[config.mk]
export PLATFORM = sky130hd
export DESIGN_NAME = ctrl_hazard
export DESIGN_NICKNAME = d
export VERILOG_FILES = /design/src/rtl/ctrl_hazard_pkg.sv /design/src/rtl/ctrl_hazard_dff.sv /design/src/rtl/ctrl_hazard.sv
export SDC_FILE = /design/constraint.sdc
export NUM_CORES = 1
export LEC_CHECK = 0
export BUFFER_PORTS_ARGS = -buffer_cell sky130_fd_sc_hd__clkbuf_2
export CAP_MARGIN = 20
export CELL_PAD_IN_SITES_DETAIL_PLACEMENT = 0
export CELL_PAD_IN_SITES_GLOBAL_PLACEMENT = 1
export CORE_ASPECT_RATIO = 1.2
export CORE_MARGIN = 2
export CORE_UTILIZATION = 33
export DETAILED_ROUTE_END_ITERATION = 16
export GPL_TIMING_DRIVEN = 0
export HOLD_SLACK_MARGIN = 0.08
export PLACE_DENSITY = 0.84
export SYNTH_ARGS = -nofsm -noshare
export SYNTH_HDL_FRONTEND = slang
export SYNTH_SLANG_ARGS = --single-unit
[constraint.sdc]
create_clock -name clk -period 1.4 [get_ports clk]
set_input_delay 0.14 -clock clk [delete_from_list [all_inputs] [get_ports clk]]
set_output_delay 0.14 -clock clk [all_outputs]
set_load 0.05 [all_outputs]
[src/rtl/ctrl_hazard_pkg.sv]
// ctrl_hazard_pkg: shared bus-width defines, FSM state encodings and
// constants for the pipeline hazard controller.
// Optional feature macro: CTRL_STALL_TIMEOUT_EN (stall-timeout watchdog).

`ifndef RegBus
`define RegBus 31:0
`endif
`ifndef ZeroWord
`define ZeroWord 32'h0000_0000
`endif
`ifndef Enable
`define Enable 1'b1
`endif
`ifndef Disable
`define Disable 1'b0
`endif
`ifndef CTRL_RUN
`define CTRL_RUN 2'b00
`endif
`ifndef CTRL_STALL
`define CTRL_STALL 2'b01
`endif
`ifndef CTRL_JPEND
`define CTRL_JPEND 2'b10
`endif

package ctrl_hazard_pkg;

  // Controller states: normal flow, frozen pipeline, frozen with a jump waiting
  typedef enum logic [1:0] {
    ST_RUN   = `CTRL_RUN,
    ST_STALL = `CTRL_STALL,
    ST_JPEND = `CTRL_JPEND
  } ctrl_state_t;

  localparam int ADDR_W = 32;

  // Saturation value of the consecutive-stall counter
  localparam logic [7:0] STALL_CNT_MAX = 8'hFF;

endpackage

[src/rtl/ctrl_hazard_dff.sv]
// ctrl_hazard_dff: shared load-enabled register cell with asynchronous
// active-low reset to a fixed value.

module ctrl_hazard_dff #(
  parameter int         W       = 32,
  parameter logic [W-1:0] RST_VAL = '0
) (
  input  logic         clk,
  input  logic         rstn,
  input  logic         en,
  input  logic [W-1:0] d,
  output logic [W-1:0] q
);

  // Capture d when enabled, otherwise hold; reset restores RST_VAL
  always_ff @(posedge clk or negedge rstn) begin
    if (!rstn) begin
      q <= RST_VAL;
    end else if (en) begin
      q <= d;
    end
  end

endmodule

[src/rtl/ctrl_hazard.sv]
// ctrl_hazard: pipeline hazard controller. Freezes pc/if_id/id_ex while the
// bus or the divider stalls, redirects the pc on taken jumps, and defers a
// jump that arrives during a stall until the stall clears.
// Optional feature macro: CTRL_STALL_TIMEOUT_EN adds a sticky watchdog that
// flags STALL_LIMIT consecutive stall cycles; without it stall_timeout_o is 0.

module ctrl_hazard
  import ctrl_hazard_pkg::*;
#(
  parameter logic [7:0] STALL_LIMIT = 8'd200
) (
  input  logic           clk,
  input  logic           rstn,
  input  logic           jump_flag_i,
  input  logic [`RegBus] jump_addr_i,
  input  logic           div_busy_i,
  input  logic           bus_stall_i,
  output logic           jump_flag_o,
  output logic [`RegBus] jump_addr_o,
  output logic           hold_pc_o,
  output logic           hold_if_id_o,
  output logic           hold_id_ex_o,
  output logic           flush_if_id_o,
  output logic           flush_id_ex_o,
  output logic           stall_timeout_o
);

  ctrl_state_t    state;
  logic           stall;
  logic           pend_load;
  logic [`RegBus] pend_addr;

  assign stall     = bus_stall_i | div_busy_i;
  assign pend_load = stall & jump_flag_i;

  // Pending jump target; the newest jump seen during a stall wins
  ctrl_hazard_dff #(
    .W       (ADDR_W),
    .RST_VAL (`ZeroWord)
  ) u_pend_addr (
    .clk  (clk),
    .rstn (rstn),
    .en   (pend_load),
    .d    (jump_addr_i),
    .q    (pend_addr)
  );

  // State sequencing: stall dominates, a jump under stall becomes pending
  always_ff @(posedge clk or negedge rstn) begin
    if (!rstn) begin
      state <= ST_RUN;
    end else begin
      case (state)
        ST_RUN, ST_STALL: begin
          if (stall) begin
            state <= jump_flag_i ? ST_JPEND : ST_STALL;
          end else begin
            state <= ST_RUN;
          end
        end
        ST_JPEND: begin
          state <= stall ? ST_JPEND : ST_RUN;
        end
        default: begin
          state <= ST_RUN;
        end
      endcase
    end
  end

  // Same-cycle hold/flush/redirect decode; everything is quiet during reset
  always_comb begin
    jump_flag_o   = `Disable;
    jump_addr_o   = `ZeroWord;
    hold_pc_o     = `Disable;
    hold_if_id_o  = `Disable;
    hold_id_ex_o  = `Disable;
    flush_if_id_o = `Disable;
    flush_id_ex_o = `Disable;
    if (rstn) begin
      if (stall) begin
        hold_pc_o    = `Enable;
        hold_if_id_o = `Enable;
        hold_id_ex_o = `Enable;
      end else if (state == ST_JPEND) begin
        jump_flag_o   = `Enable;
        jump_addr_o   = pend_addr;
        flush_if_id_o = `Enable;
        flush_id_ex_o = `Enable;
      end else if (jump_flag_i) begin
        jump_flag_o   = `Enable;
        jump_addr_o   = jump_addr_i;
        flush_if_id_o = `Enable;
        flush_id_ex_o = `Enable;
      end
    end
  end

`ifdef CTRL_STALL_TIMEOUT_EN
  logic [7:0] stall_cnt;
  logic       timeout_q;

  // Count consecutive stall cycles, saturating; any free cycle clears it
  always_ff @(posedge clk or negedge rstn) begin
    if (!rstn) begin
      stall_cnt <= 8'd0;
    end else if (!stall) begin
      stall_cnt <= 8'd0;
    end else if (stall_cnt != STALL_CNT_MAX) begin
      stall_cnt <= stall_cnt + 8'd1;
    end
  end

  // Latch the timeout once the count hits the limit; only reset clears it
  always_ff @(posedge clk or negedge rstn) begin
    if (!rstn) begin
      timeout_q <= 1'b0;
    end else if (stall_cnt == STALL_LIMIT) begin
      timeout_q <= 1'b1;
    end
  end

  assign stall_timeout_o = rstn & (timeout_q | (stall_cnt == STALL_LIMIT));
`else
  logic unused_limit;

  assign unused_limit    = ^STALL_LIMIT;
  assign stall_timeout_o = `Disable;
`endif

endmodule
==> metrics.yaml <==
skew_ps: 2.16
start_util_pct: 34.6
grt_usage_pct: 17.8
finalPower_w: 0.00327
hold_viol: 0
synth_edf_count: 0
ant_nets: 0
start_kind: "flop"
multi_input_area_um2: 1350
max_cap_viol_count: 0
cts_tree: "done"
routed_wl_mm: 5.79
placed_cells: 347
synth_area_um2: 1970
antenna_found_initial: 0
clkTransAtPathRegs_ps: 70
timing.setup.tns_ps: -10950
ff_latch_area_um2: 851
finalNonFillerCells: 367
nNetsFinal: 324
cp_cell_sequence: "nor2b_4 -> o211ai_4 -> buf_12 -> buf_12 -> a21oi_4 -> buf_8"
n_antenna_cell: 0
fp.coreArea_um2: 5710
endpoint: "jump_addr_o[24]"
crit_type: "reg -> out"
die-height_um: 88.7
synth_fp_nets: 230
avgRoutedWirePerCell_um: 15.8
critical-path-max-stage-delay_ps: 410
cts-root-buf: "clkbuf_8"
maxSlewViolCount: 0
crit_top_cell: "buf_12"
max_freq_mhz: 564
clock_latency_ps: 290
worst_ep_required_time_ps: 1260
cts_buffer_depth: 2
die_x_um: 74.6
synth_cell_types: 18
num_vias: 1755
num-fill-cells: 465
cts_inserted_buffers: 5
end_kind: "output pin"
period_minus_slack_ps: 1770
hp-class: "in -> reg"
grt_max_degree: 35
seq_area_frac_synth_pct: 43.1
grt_pass1_wl_mm: 8.91
setup_viol: 35
p_leak_nw: 1.58
synthToLayoutAreaGrowth_pct: 78.1
fin_crit_sh_pct: 127
first_global_vias: 1785
num_rows: 30
dr.pass1.iters: 5
final_core_util_pct: 61.6
io_pins: 76
fp.dieArea_um2: 6620
cp_max_fo: 5
netlist_instances: 193
r2r_setup_slack_ps: 340
viasPerCell: 4.78
first_iter_violations: 73
p_per_area_nw_per_um2: 929
startpoint: "state[0]"
worst_slack_ps: -374
r2r-start: "state[1]"
grt.overflow.total: 0
routabilityCongestion: 0.711
cp.arrival_ps: 1630
yosysWarnings: 0
slowest_stage: "dfrtp_1"
violations: "setup timing"
cts_sinks: 34
drive_gt1_share_pct: 66.9
cp.depth: 6
crit_buf_inv: 3
r2r_end: "state[1]"
rsz0062_at_grt: "true"
avgSynthCellArea_um2: 10.2
r2r_cells: 5
drcViolationCount: 0
async_flop_share_pct: 100
synth_seq_cells: 34
status: "complete, but fails checks"
hpwlAfterDp_mm: 3.50
path_delay_family: "buffers and inverters"
ctsHtreeMaxLevel: 2
io_buffers: 74
synth_flop_cell: "dfrtp_1"
ir_drop_v: 0.000456
==> flip-flops by register name, summed over array words and instances, names as in the netlist <==
name and flops:
state 2, u_pend_addr.q 32
==> power by group <==
part / total (W) / internal (W) / switching [W]
registers: 0.00119 / 0.00111 / 0.0000738
logic: 0.00137 / 0.000664 / 0.000710
clock network: 0.000708 / 0.000334 / 0.000374
==> through the flow <==
step	instance area (um^2)	hold slack (ps)	worst slack, ps
2_1_floorplan	2220	-156	-345
6_report	3520	96.4	-374
5_1_grt	3520	94.0	-435
4_1_cts	3250	89.8	-379
3_3_place_gp	2690	333	-1040
3_5_place_dp	2690	343	-1080
==> placed cells by master, fill, tap and decap left out, types with 3 or more instances in the layout <==
master / Yosys / final
nand2_1: 57 / 50
clkbuf_2: 0 / 38
dfrtp_1: 34 / 34
buf_8: 0 / 33
mux2_4: 30 / 30
a21oi_4: 0 / 25
buf_4: 6 / 12
clkbuf_8: 0 / 10
buf_6: 6 / 7
nand2_2: 0 / 7
buf_12: 0 / 6
a21oi_2: 0 / 5
a21oi_1: 33 / 3
nand3_4: 0 / 3
nand3_1: 8 / 3
clkbuf_16: 0 / 3
==> Yosys cell counts (2+ instances only) <==
cell type	n	area, um^2
nand2_1	57	214
dfrtp_1	34	851
a21oi_1	33	165
mux2_4	30	450
nand3_1	8	40.0
buf_2	7	35.0
buf_4	6	45.0
buf_6	6	67.6
mux2_2	2	22.5
nand2b_1	2	12.5
==> how the worst min path moves through the flow <==
stage | startpoint | endpoint | slack [ps] | depth (start not counted)
after floorplan | rstn | state[0] | -160 | 0
after global placement | rstn | u_pend_addr.q[30] | 330 | 1
after detailed placement | rstn | u_pend_addr.q[30] | 340 | 1
after CTS | jump_addr_i[22] | u_pend_addr.q[22] | 90 | 2
after global routing | jump_addr_i[22] | u_pend_addr.q[22] | 90 | 2
final | jump_addr_i[22] | u_pend_addr.q[22] | 100 | 2
==> kinds of logic (layout without fill, tap and decap cells) <==
family	count (synthesis)	after routing	synth area share (%)
flip-flops	34	34	43.1
AO/OA/AOI/OAI	35	35	10.3
other	1	1	0.190
buffers and inverters	20	114	7.67
AND/OR/NAND/NOR	71	71	14.8
multiplexers	32	32	24.0
==> cell type report <==
| cell class | instances | area share (%) |
|---|---|---|
| multi-input cells | 139 | 38.4 |
| repair buffers | 88 | 26.0 |
| flip-flops and latches | 34 | 24.2 |
| plain buffers | 18 | 6.26 |
| well taps | 80 | 2.85 |
| clock buffers | 5 | 1.96 |
| clock inverters | 2 | 0.285 |
| inverters | 1 | 0.107 |
==> routing by layer <==
metal / routed length, um / track usage (%)
met1: 2370 / 22.6
met4: 80 / 4.38
met5: 0 / 0
met3: 287 / 4.33
met2: 3060 / 30.4
==> repair_timing <==
item | 4_1_cts | 5_1_grt
endpoints found under the setup margin | 38 | 35
cloned | 0 | 2
endpoints found under the hold margin | 34 | 0
buffers inserted | 6 | 4
hold buffers | 2 | 0
pin swaps | 2 | 9
gates resized for setup | 93 | 65
No activity file was read; power rests on OpenSTA's default activity.
